==> src/rtl/apb_comp_responder.sv <==
// rtl/apb_comp_responder.sv - APB completer with ID word, byte-strobed register memory, fixed wait states and counters
//
// Parameters:
//   ADDR_W      paddr width (60)
//   DATA_W      data width, fixed at 32
//   MEM_DEPTH   number of 32-bit words, power of two 2..256
//   WAIT_CYCLES wait states per access phase, 0..15
//   COMP_ID     completer index 0..3, returned in word 0
// Ports:
//   pclk, preset_n                       clock, asynchronous active-low reset
//   psel, penable, pwrite, paddr,
//   pwdata, pstrb                        APB request from the crossbar
//   pready, prdata, pslverr              registered APB response
//   wr_cnt, rd_cnt                       error-free completed write/read counts

module apb_comp_responder #(
    parameter int ADDR_W      = 60,
    parameter int DATA_W      = 32,
    parameter int MEM_DEPTH   = 16,
    parameter int WAIT_CYCLES = 2,
    parameter int COMP_ID     = 0
) (
    input  logic              pclk,
    input  logic              preset_n,
    input  logic              psel,
    input  logic              penable,
    input  logic              pwrite,
    input  logic [ADDR_W-1:0] paddr,
    input  logic [DATA_W-1:0] pwdata,
    input  logic [3:0]        pstrb,
    output logic              pready,
    output logic [DATA_W-1:0] prdata,
    output logic              pslverr,
    output logic [15:0]       wr_cnt,
    output logic [15:0]       rd_cnt
);

    localparam int IW = $clog2(MEM_DEPTH);
    localparam logic [DATA_W-1:0] ID_WORD = 32'hA9B0_0000 | 32'(COMP_ID);
    // The setup edge already accounts for one cycle of the wait budget, so the
    // counter starts one lower; WAIT_CYCLES=0 skips the WAIT state entirely.
    localparam logic [3:0] WCNT_LOAD = 4'(WAIT_CYCLES > 0 ? WAIT_CYCLES - 1 : 0);

    typedef enum logic [1:0] {
        S_IDLE = 2'd0,
        S_WAIT = 2'd1,
        S_DONE = 2'd2
    } state_t;

    state_t            state;
    state_t            state_next;
    logic [3:0]        wcnt;

    logic              req_write;
    logic [IW-1:0]     req_idx;
    logic              req_misalign;
    logic [DATA_W-1:0] req_wdata;
    logic [3:0]        req_strb;

    logic [DATA_W-1:0] mem [MEM_DEPTH];

    logic              setup;
    logic              access;
    logic              req_err;

    // Request view used to build the response: the live bus in IDLE (only
    // matters for the zero-wait path into DONE), otherwise the latched fields.
    logic              cur_write;
    logic [IW-1:0]     cur_idx;
    logic              cur_err;
    logic [DATA_W-1:0] cur_rdata;

    logic              pready_d;
    logic [DATA_W-1:0] prdata_d;
    logic              pslverr_d;
    logic              commit;

    // Address bits above the word index are decoded by the crossbar.
    logic              unused_addr_bits;
    assign unused_addr_bits = ^paddr[ADDR_W-1:IW+2];

    assign setup   = psel & ~penable;
    assign access  = psel & penable;
    assign req_err = req_misalign | (req_write & (req_idx == '0));
    assign commit  = (state == S_DONE) && access;

    always_comb begin
        cur_write = req_write;
        cur_idx   = req_idx;
        cur_err   = req_err;
        if (state == S_IDLE) begin
            cur_write = pwrite;
            cur_idx   = paddr[IW+1:2];
            cur_err   = (paddr[1:0] != 2'b00) | (pwrite & (paddr[IW+1:2] == '0));
        end
        cur_rdata = (cur_idx == '0) ? ID_WORD : mem[cur_idx];
    end

    // State register
    always_ff @(posedge pclk or negedge preset_n) begin
        if (!preset_n) begin
            state <= S_IDLE;
        end else begin
            state <= state_next;
        end
    end

    // Next-state logic
    always_comb begin
        state_next = state;
        case (state)
            S_IDLE: begin
                if (setup) begin
                    state_next = (WAIT_CYCLES == 0) ? S_DONE : S_WAIT;
                end
            end
            S_WAIT: begin
                if (!psel) begin
                    state_next = S_IDLE;
                end else if (wcnt == 4'd0) begin
                    state_next = S_DONE;
                end
            end
            S_DONE: begin
                if (!psel || penable) begin
                    state_next = S_IDLE;
                end
            end
            default: state_next = S_IDLE;
        endcase
    end

    // Output logic: next values of the registered response
    always_comb begin
        pready_d  = 1'b0;
        prdata_d  = '0;
        pslverr_d = 1'b0;
        if (state_next == S_DONE) begin
            if (state == S_DONE) begin
                pready_d  = pready;
                prdata_d  = prdata;
                pslverr_d = pslverr;
            end else begin
                pready_d  = 1'b1;
                pslverr_d = cur_err;
                prdata_d  = (cur_err || cur_write) ? '0 : cur_rdata;
            end
        end
    end

    always_ff @(posedge pclk or negedge preset_n) begin
        if (!preset_n) begin
            pready  <= 1'b0;
            prdata  <= '0;
            pslverr <= 1'b0;
        end else begin
            pready  <= pready_d;
            prdata  <= prdata_d;
            pslverr <= pslverr_d;
        end
    end

    // Request latch and wait counter
    always_ff @(posedge pclk or negedge preset_n) begin
        if (!preset_n) begin
            wcnt         <= '0;
            req_write    <= 1'b0;
            req_idx      <= '0;
            req_misalign <= 1'b0;
            req_wdata    <= '0;
            req_strb     <= '0;
        end else begin
            if (state == S_IDLE && setup) begin
                wcnt         <= WCNT_LOAD;
                req_write    <= pwrite;
                req_idx      <= paddr[IW+1:2];
                req_misalign <= (paddr[1:0] != 2'b00);
                req_wdata    <= pwdata;
                req_strb     <= pstrb;
            end else if (state == S_WAIT && wcnt != 4'd0) begin
                wcnt <= wcnt - 4'd1;
            end
        end
    end

    // Memory commit and counters at the completion edge
    always_ff @(posedge pclk or negedge preset_n) begin
        if (!preset_n) begin
            wr_cnt <= '0;
            rd_cnt <= '0;
            for (int i = 0; i < MEM_DEPTH; i++) begin
                mem[i] <= '0;
            end
        end else if (commit && !req_err) begin
            if (req_write) begin
                wr_cnt <= wr_cnt + 16'd1;
                for (int b = 0; b < 4; b++) begin
                    if (req_strb[b]) begin
                        mem[req_idx][b*8 +: 8] <= req_wdata[b*8 +: 8];
                    end
                end
            end else begin
                rd_cnt <= rd_cnt + 16'd1;
            end
        end
    end

endmodule

==> config.mk <==
export PLATFORM = sky130hd
export DESIGN_NAME = apb_comp_responder
export DESIGN_NICKNAME = d
export VERILOG_FILES = /design/src/rtl/apb_comp_responder.sv
export SDC_FILE = /design/constraint.sdc
export NUM_CORES = 1
export LEC_CHECK = 0
export ABC_AREA = 1
export CAP_MARGIN = 20
export CORE_ASPECT_RATIO = 0.9
export CORE_MARGIN = 3
export CORE_UTILIZATION = 40
export CTS_BUF_LIST = sky130_fd_sc_hd__clkbuf_8
export DETAILED_ROUTE_END_ITERATION = 8
export GPL_TIMING_DRIVEN = 0
export HOLD_SLACK_MARGIN = 0.05
export PLACE_DENSITY = 0.67
export SYNTH_ARGS = -nofsm -noshare
export SYNTH_HDL_FRONTEND = slang
export SYNTH_SLANG_ARGS = --single-unit
==> constraint.sdc <==
create_clock -name pclk -period 2.95 [get_ports pclk]
set_clock_uncertainty 0.2 [all_clocks]
set_input_delay 0.295 -clock pclk [delete_from_list [all_inputs] [get_ports pclk]]
set_output_delay 0.295 -clock pclk [all_outputs]
set_load 0.01 [all_outputs]
* After elaboration in Yosys (flattened, before gate mapping) *
Index checks and enable logic that the tools add are counted.
Widths: inputs -> output; s select.

word-level totals
  register bits after elaboration = 626
  bits in latches = 0
  RAM bits = 0
  ROM bits = 0
  input bits = 101
  output and inout port bits = 66
  word-level logic and storage cells = 110
  memories kept = 0

operators by class
  add/sub/neg operators = 3
  multipliers = 0
  divide/modulo/power cells = 0
  magnitude comparators = 3
  eq/ne operators = 4
  shifts and indexed selects = 0
  muxes and demuxes = 43
  bitwise gates (word level) = 10
  reductions and logical operators = 19

operators by type and width
  operator               count
  $mux 512               10
  $bwmux 512             4
  $demux 32 s4           4
  $mux 32                7
  $bmux 32 s4            1
  $add 16x1->16 const B  2
  $mux 24                1
  $logic_not 4->1        4
  $mux 16                1
  $mux 4                 3
  $ge 5x5->1 const B     2
  $not 4->5              2
  $mux 2                 4
  $mux 8                 1
  $mux 1                 6
  $pmux 2 s3             1
  $logic_and 1x1->1      5
  $lt 5x1->1 const B     1
  $and 1x1->1            4
  $eq 2x2->1 const B     2
  $reduce_and 2->1       2
  $reduce_bool 2->1      2
  $reduce_bool 4->1      1
  $sub 4x1->4 const B    1
  7 further kinds        11

* Logic depth before layout (Yosys ltp) *
  depth in word-level cells = 19
  mapped depth = 14
  gate-level depth less buffers = 12

* Worst setup path after synthesis *
Ideal clock, no wire load.

  kind = reg-to-reg
  start point = register state[1]
  end point = register prdata[27]
  setup time = 0.117 ns
  data arrival time = 1.690 ns
  required time = 2.633 ns
  setup slack = 0.943 ns
  cell stages (with the launch flop) = 14
  buffers on the path = 3
  period minus slack after synthesis = 2.007 ns
  cell sequence = dfrtp_1 -> nor2_4 -> buf_4 -> nand2_1 -> nand2_2 -> buf_6 -> buf_2 -> nand2_1 -> o211ai_1 -> nand2_1 -> nand2_1 -> nand3_1 -> nand3_1 -> nand2_1

between the ends
  longest elaborated chain between the ends = 10
  elaborated cells between the ends (all ways) = 23
  those cells by class = eq/ne: 4; mux: 15; bitwise: 1; reduce/logical: 3

RTL lines
  item                                        line     RTL
  from (decl)                                 50       state_t state;
  from (signal assigned)                      104      state <= state_next;
  $logic_not 2->1                             91, 111
  $mux 4                                      91       if (state == S_IDLE) begin
  $not 4->5 (not written as such)             96       cur_rdata = (cur_idx == '0) ? ID_WORD : mem[cur_idx];
  $bmux 32 s4                                 96
  $mux 32 (not written as such) (2 in a row)  96
  $mux 32                                     96
  $mux 32                                     146      prdata_d = (cur_err || cur_write) ? '0 : cur_rdata;
  $mux 32                                     139      if (state == S_DONE) begin
  $mux 32                                     138      if (state_next == S_DONE) begin
  to (signal assigned)                        158      prdata <= prdata_d;
  to (decl)                                   32       output logic [DATA_W-1:0] prdata,

Several ways; a longest one is shown, not always the timed one. The select of a mux whose other input is x is not followed.
A chain may end at the register's enable or synchronous reset.

* Final worst setup path *
  start point = input port paddr[2]
  end point = register prdata[16]

between the ends
  longest elaborated chain between the ends = 9
  elaborated cells between the ends (all ways) = 15
  those cells by class = mux: 9; bitwise: 3; reduce/logical: 3

RTL lines
  item                                        line  RTL
  from (decl)                                 28    input logic [ADDR_W-1:0] paddr,
  $mux 4                                      91
  $not 4->5 (not written as such)             96
  $bmux 32 s4                                 96
  $mux 32 (not written as such) (2 in a row)  96
  $mux 32                                     96
  $mux 32 (*)                                 146
  $mux 32 (*)                                 139
  $mux 32 (*)                                 138

Every way passes the cells marked *; elsewhere a longest branch is shown, timed or not. The select of a mux whose other input is x is not followed.

==> results.sh <==
export IMPL_run_status="completed"
export IMPL_swShare_pct=39.3
export IMPL_yosysUniqueCellTypes=32
export IMPL_ant_nets=0
export IMPL_portBuffers=112
export IMPL_yosys_warnings=0
export IMPL_place_ws_ns=-0.369
export IMPL_path_class="in -> reg"
export IMPL_top_level_ports=167
export IMPL_postPlaceCellArea_um2=32700
export IMPL_period_share_pct=99.1
export IMPL_cp_start_kind="input port"
export IMPL_start_util_pct=40.8
export IMPL_grt_max_degree=115
export IMPL_avgSynthCellArea_um2=7.57
export IMPL_wl_per_cell_um=19.7
export IMPL_dieArea_um2=78900
export IMPL_pwr_density_cell_nw_per_um2=700
export IMPL_path_max_fanout=10
export IMPL_final_setup_viol_count=0
export IMPL_synth_nets=4093
export IMPL_place_gp_congestion=0.938
export IMPL_synth_edf_count=0
export IMPL_die_w_um=296
export IMPL_maxSlewHeadroom_pct=32.8
export IMPL_numCtsBuffers=106
export IMPL_ys_seq_area_share_pct=51.6
export IMPL_worst_setup_path_end_kind="flip-flop"
export IMPL_total_power_mw=24.9
export IMPL_grt_overflow=0
export IMPL_ff_latch_area_um2=15600
export IMPL_stdcell_area_um2=35600
export IMPL_seq_power_share_pct=36.2
export IMPL_antenna_found_initial=3
export IMPL_multi_input_area_um2=12700
export IMPL_wl_um=105000
export IMPL_vdd_drop_max_mv=0.348
export IMPL_setup_ws_ns=0.0252
export IMPL_hold_class="in -> reg"
export IMPL_synth_common_cells="1,671 x nand2_1, 716 x nand3_1, 623 x dfrtp_1"
export IMPL_final_layout_size_suffix_gt1_share_pct=8.19
export IMPL_syn_area_um2=30200
export IMPL_num_vias=28607
export IMPL_slew_viol_final=0
export IMPL_nFillCells=7230
export IMPL_cts_sinks=623
export IMPL_nets=4368
export IMPL_worst_pin_slew_ns=1.00
export IMPL_grt_pass1_vias=26394
export IMPL_syn2layout_area_growth_pct=17.7
export IMPL_rsz0062_at_grt="true"
export IMPL_drc=0
export IMPL_synth_top_area_share_pct=51.6
export IMPL_vias_per_cell=5.39
export IMPL_worstPathArrival_ns=3.31
export IMPL_yosysTopAreaCell="dfrtp_1"
export IMPL_ys_seq_elements=623
export IMPL_p_int_mw=15.1
export IMPL_dr_pass1_iters=7
export IMPL_core_area_um2=74000
export IMPL_grt_usage_pct=26.6
export IMPL_h_tree_depth=3
export IMPL_synthFlopType="dfrtp_1"
export IMPL_fmax_mhz=342
export IMPL_insertion_delay_ns=0.75
export IMPL_max_clock_path_buffers=3
export IMPL_leakage_nw=18.2
export IMPL_synthTopCellsByArea="dfrtp_1 52%, nand2_1 21%, nand3_1 12%"
export IMPL_cp_required_ns=3.33
export IMPL_dpl_hpwl_um=76500
export IMPL_synth_most_common_cell="nand2_1"
export IMPL_p_comb_share_pct=30.6
export IMPL_drt_initial_drc_count=3642
export IMPL_synth_cells=3989
export IMPL_path_clk_slew_ns=0.06
export IMPL_drv_cap=0
export IMPL_grt_pass1_wl_um=161000
export IMPL_cts_root_buf="clkbuf_8"
export IMPL_synthArstFlopShare_pct=100
export IMPL_cts_tree="yes"
export IMPL_rows=94
export IMPL_fin_crit_ns=2.92
export IMPL_final_hold_viol_count=0
export IMPL_p_sw_mw=9.79
export IMPL_fp_dieH_um=267
export IMPL_p_clk_share_pct=33.2
export IMPL_r2r_setup_slack_ns=0.03
placed cells by master (no fill, tap or decap), types with 12 or more instances in the layout:
cell and count:
nand3_1 715, buf_2 103, nor2_1 119, clkdlybuf4s50_1 111, nand4_1 120, clkbuf_8 141, clkbuf_1 187, xor2_1 14
o21ai_0 144, xnor2_1 12, nand2_1 1669, dlygate4sd3_1 42, buf_4 25, a21oi_1 42, inv_1 156, dfrtp_1 623
clkinv_2 16
power by group through the flow:
stage	Sequential, mW	Combinational, mW	Clock, mW
2_1_floorplan	9.12	4.04	0
3_3_place_gp	9.19	7.04	0
3_5_place_dp	9.16	7.10	0
4_1_cts	9.02	7.21	8.36
5_1_grt	9.05	8.03	8.79
6_report	9.02	7.62	8.28
layout make-up:
cell class | instances | area share (%)
Sequential cell | 623 | 43.8
Timing Repair Buffer | 167 | 5.07
Inverter | 135 | 1.42
Clock inverter | 49 | 0.865
Antenna cell | 3 | 0.0211
Clock buffer | 141 | 5.46
Tap cell | 960 | 3.38
Multi-Input combinational cell | 2898 | 35.8
Buffer | 333 | 4.20
stage by stage:
step / hold slack [ns] / utilization, % / instances / TNS [ns]
2_1_floorplan: -0.201 / - / 3989 / 0
3_3_place_gp: 0.240 / 44.0 / 5061 / -
3_5_place_dp: -0.0312 / 44.2 / 5067 / -7.78
4_1_cts: 0.0551 / 47.9 / 5300 / -0.0330
5_1_grt: 0.0973 / 48.1 / 5309 / -0.0125
6_report: 0.0924 / 48.1 / 5309 / 0
layer usage:
| metal | GRT usage (%) | wire length [um] | vias up |
|---|---|---|---|
| li1 | - | - | 13443 |
| met1 | 37.7 | 44500 | 13512 |
| met2 | 39.1 | 44500 | 1418 |
| met3 | 6.77 | 11400 | 234 |
| met4 | 10.0 | 4350 | 0 |
| met5 | 0 | 0 | - |
final timing paths:
kind                       depth (start not counted)                        to              startpoint
max in group asynchronous                          6       mem[37]$_DFFE_PN0P_                preset_n
min in group asynchronous                          4     wr_cnt[8]$_DFFE_PN0P_                preset_n
hold / removal                                     3  req_misalign$_DFFE_PN0P_                paddr[0]
setup reg to reg                                   7      mem[108]$_DFFE_PN0P_  req_idx[1]$_DFFE_PN0P_
setup / recovery                                  13    prdata[16]$_DFFE_PN0P_                paddr[2]
hold reg to reg                                    1      mem[506]$_DFFE_PN0P_    mem[506]$_DFFE_PN0P_
sequential cells by signal, indices dropped and copies added, names as in the netlist:
| register | flops |
|---|---|
| req_misalign | 1 |
| mem | 509 |
| state | 2 |
| pready | 1 |
| pslverr | 1 |
| req_strb | 4 |
| wr_cnt | 16 |
| prdata | 32 |
| req_idx | 4 |
| rd_cnt | 16 |
| wcnt | 4 |
| req_write | 1 |
| req_wdata | 32 |
critical path: stages:
cell and delay, ns:
dlygate4sd3_1 0.53, clkdlybuf4s50_1 0.55, nand2_1 0.10, nand2_2 0.24, buf_2 0.35, buf_4 0.33
nand2_1 0.10, o211ai_1 0.17, nand3_1 0.12, nand3_1 0.14, nand2_1 0.08, nand2_1 0.21
nand2_1 0.07
kinds of logic after synthesis:
| logic type | count (synthesis) | synth area share, % |
|---|---|---|
| xor+xnor | 26 | 0.754 |
| compound gates | 200 | 3.44 |
| mux | 4 | 0.149 |
| buf+inv | 468 | 6.53 |
| flops | 623 | 51.6 |
| simple gates | 2665 | 37.4 |
| fa+ha+maj | 3 | 0.124 |
timing repair:
action / CTS / global route
cloned: 0 / 0
hold buffers: 43 / 0
buffers inserted: 0 / 6
endpoints found under the hold margin: 175 / 0
pin swaps: 0 / 2
gates resized for setup: 13 / 24
endpoints found under the setup margin: 29 / 50
Power figures use the tool's default switching activity.
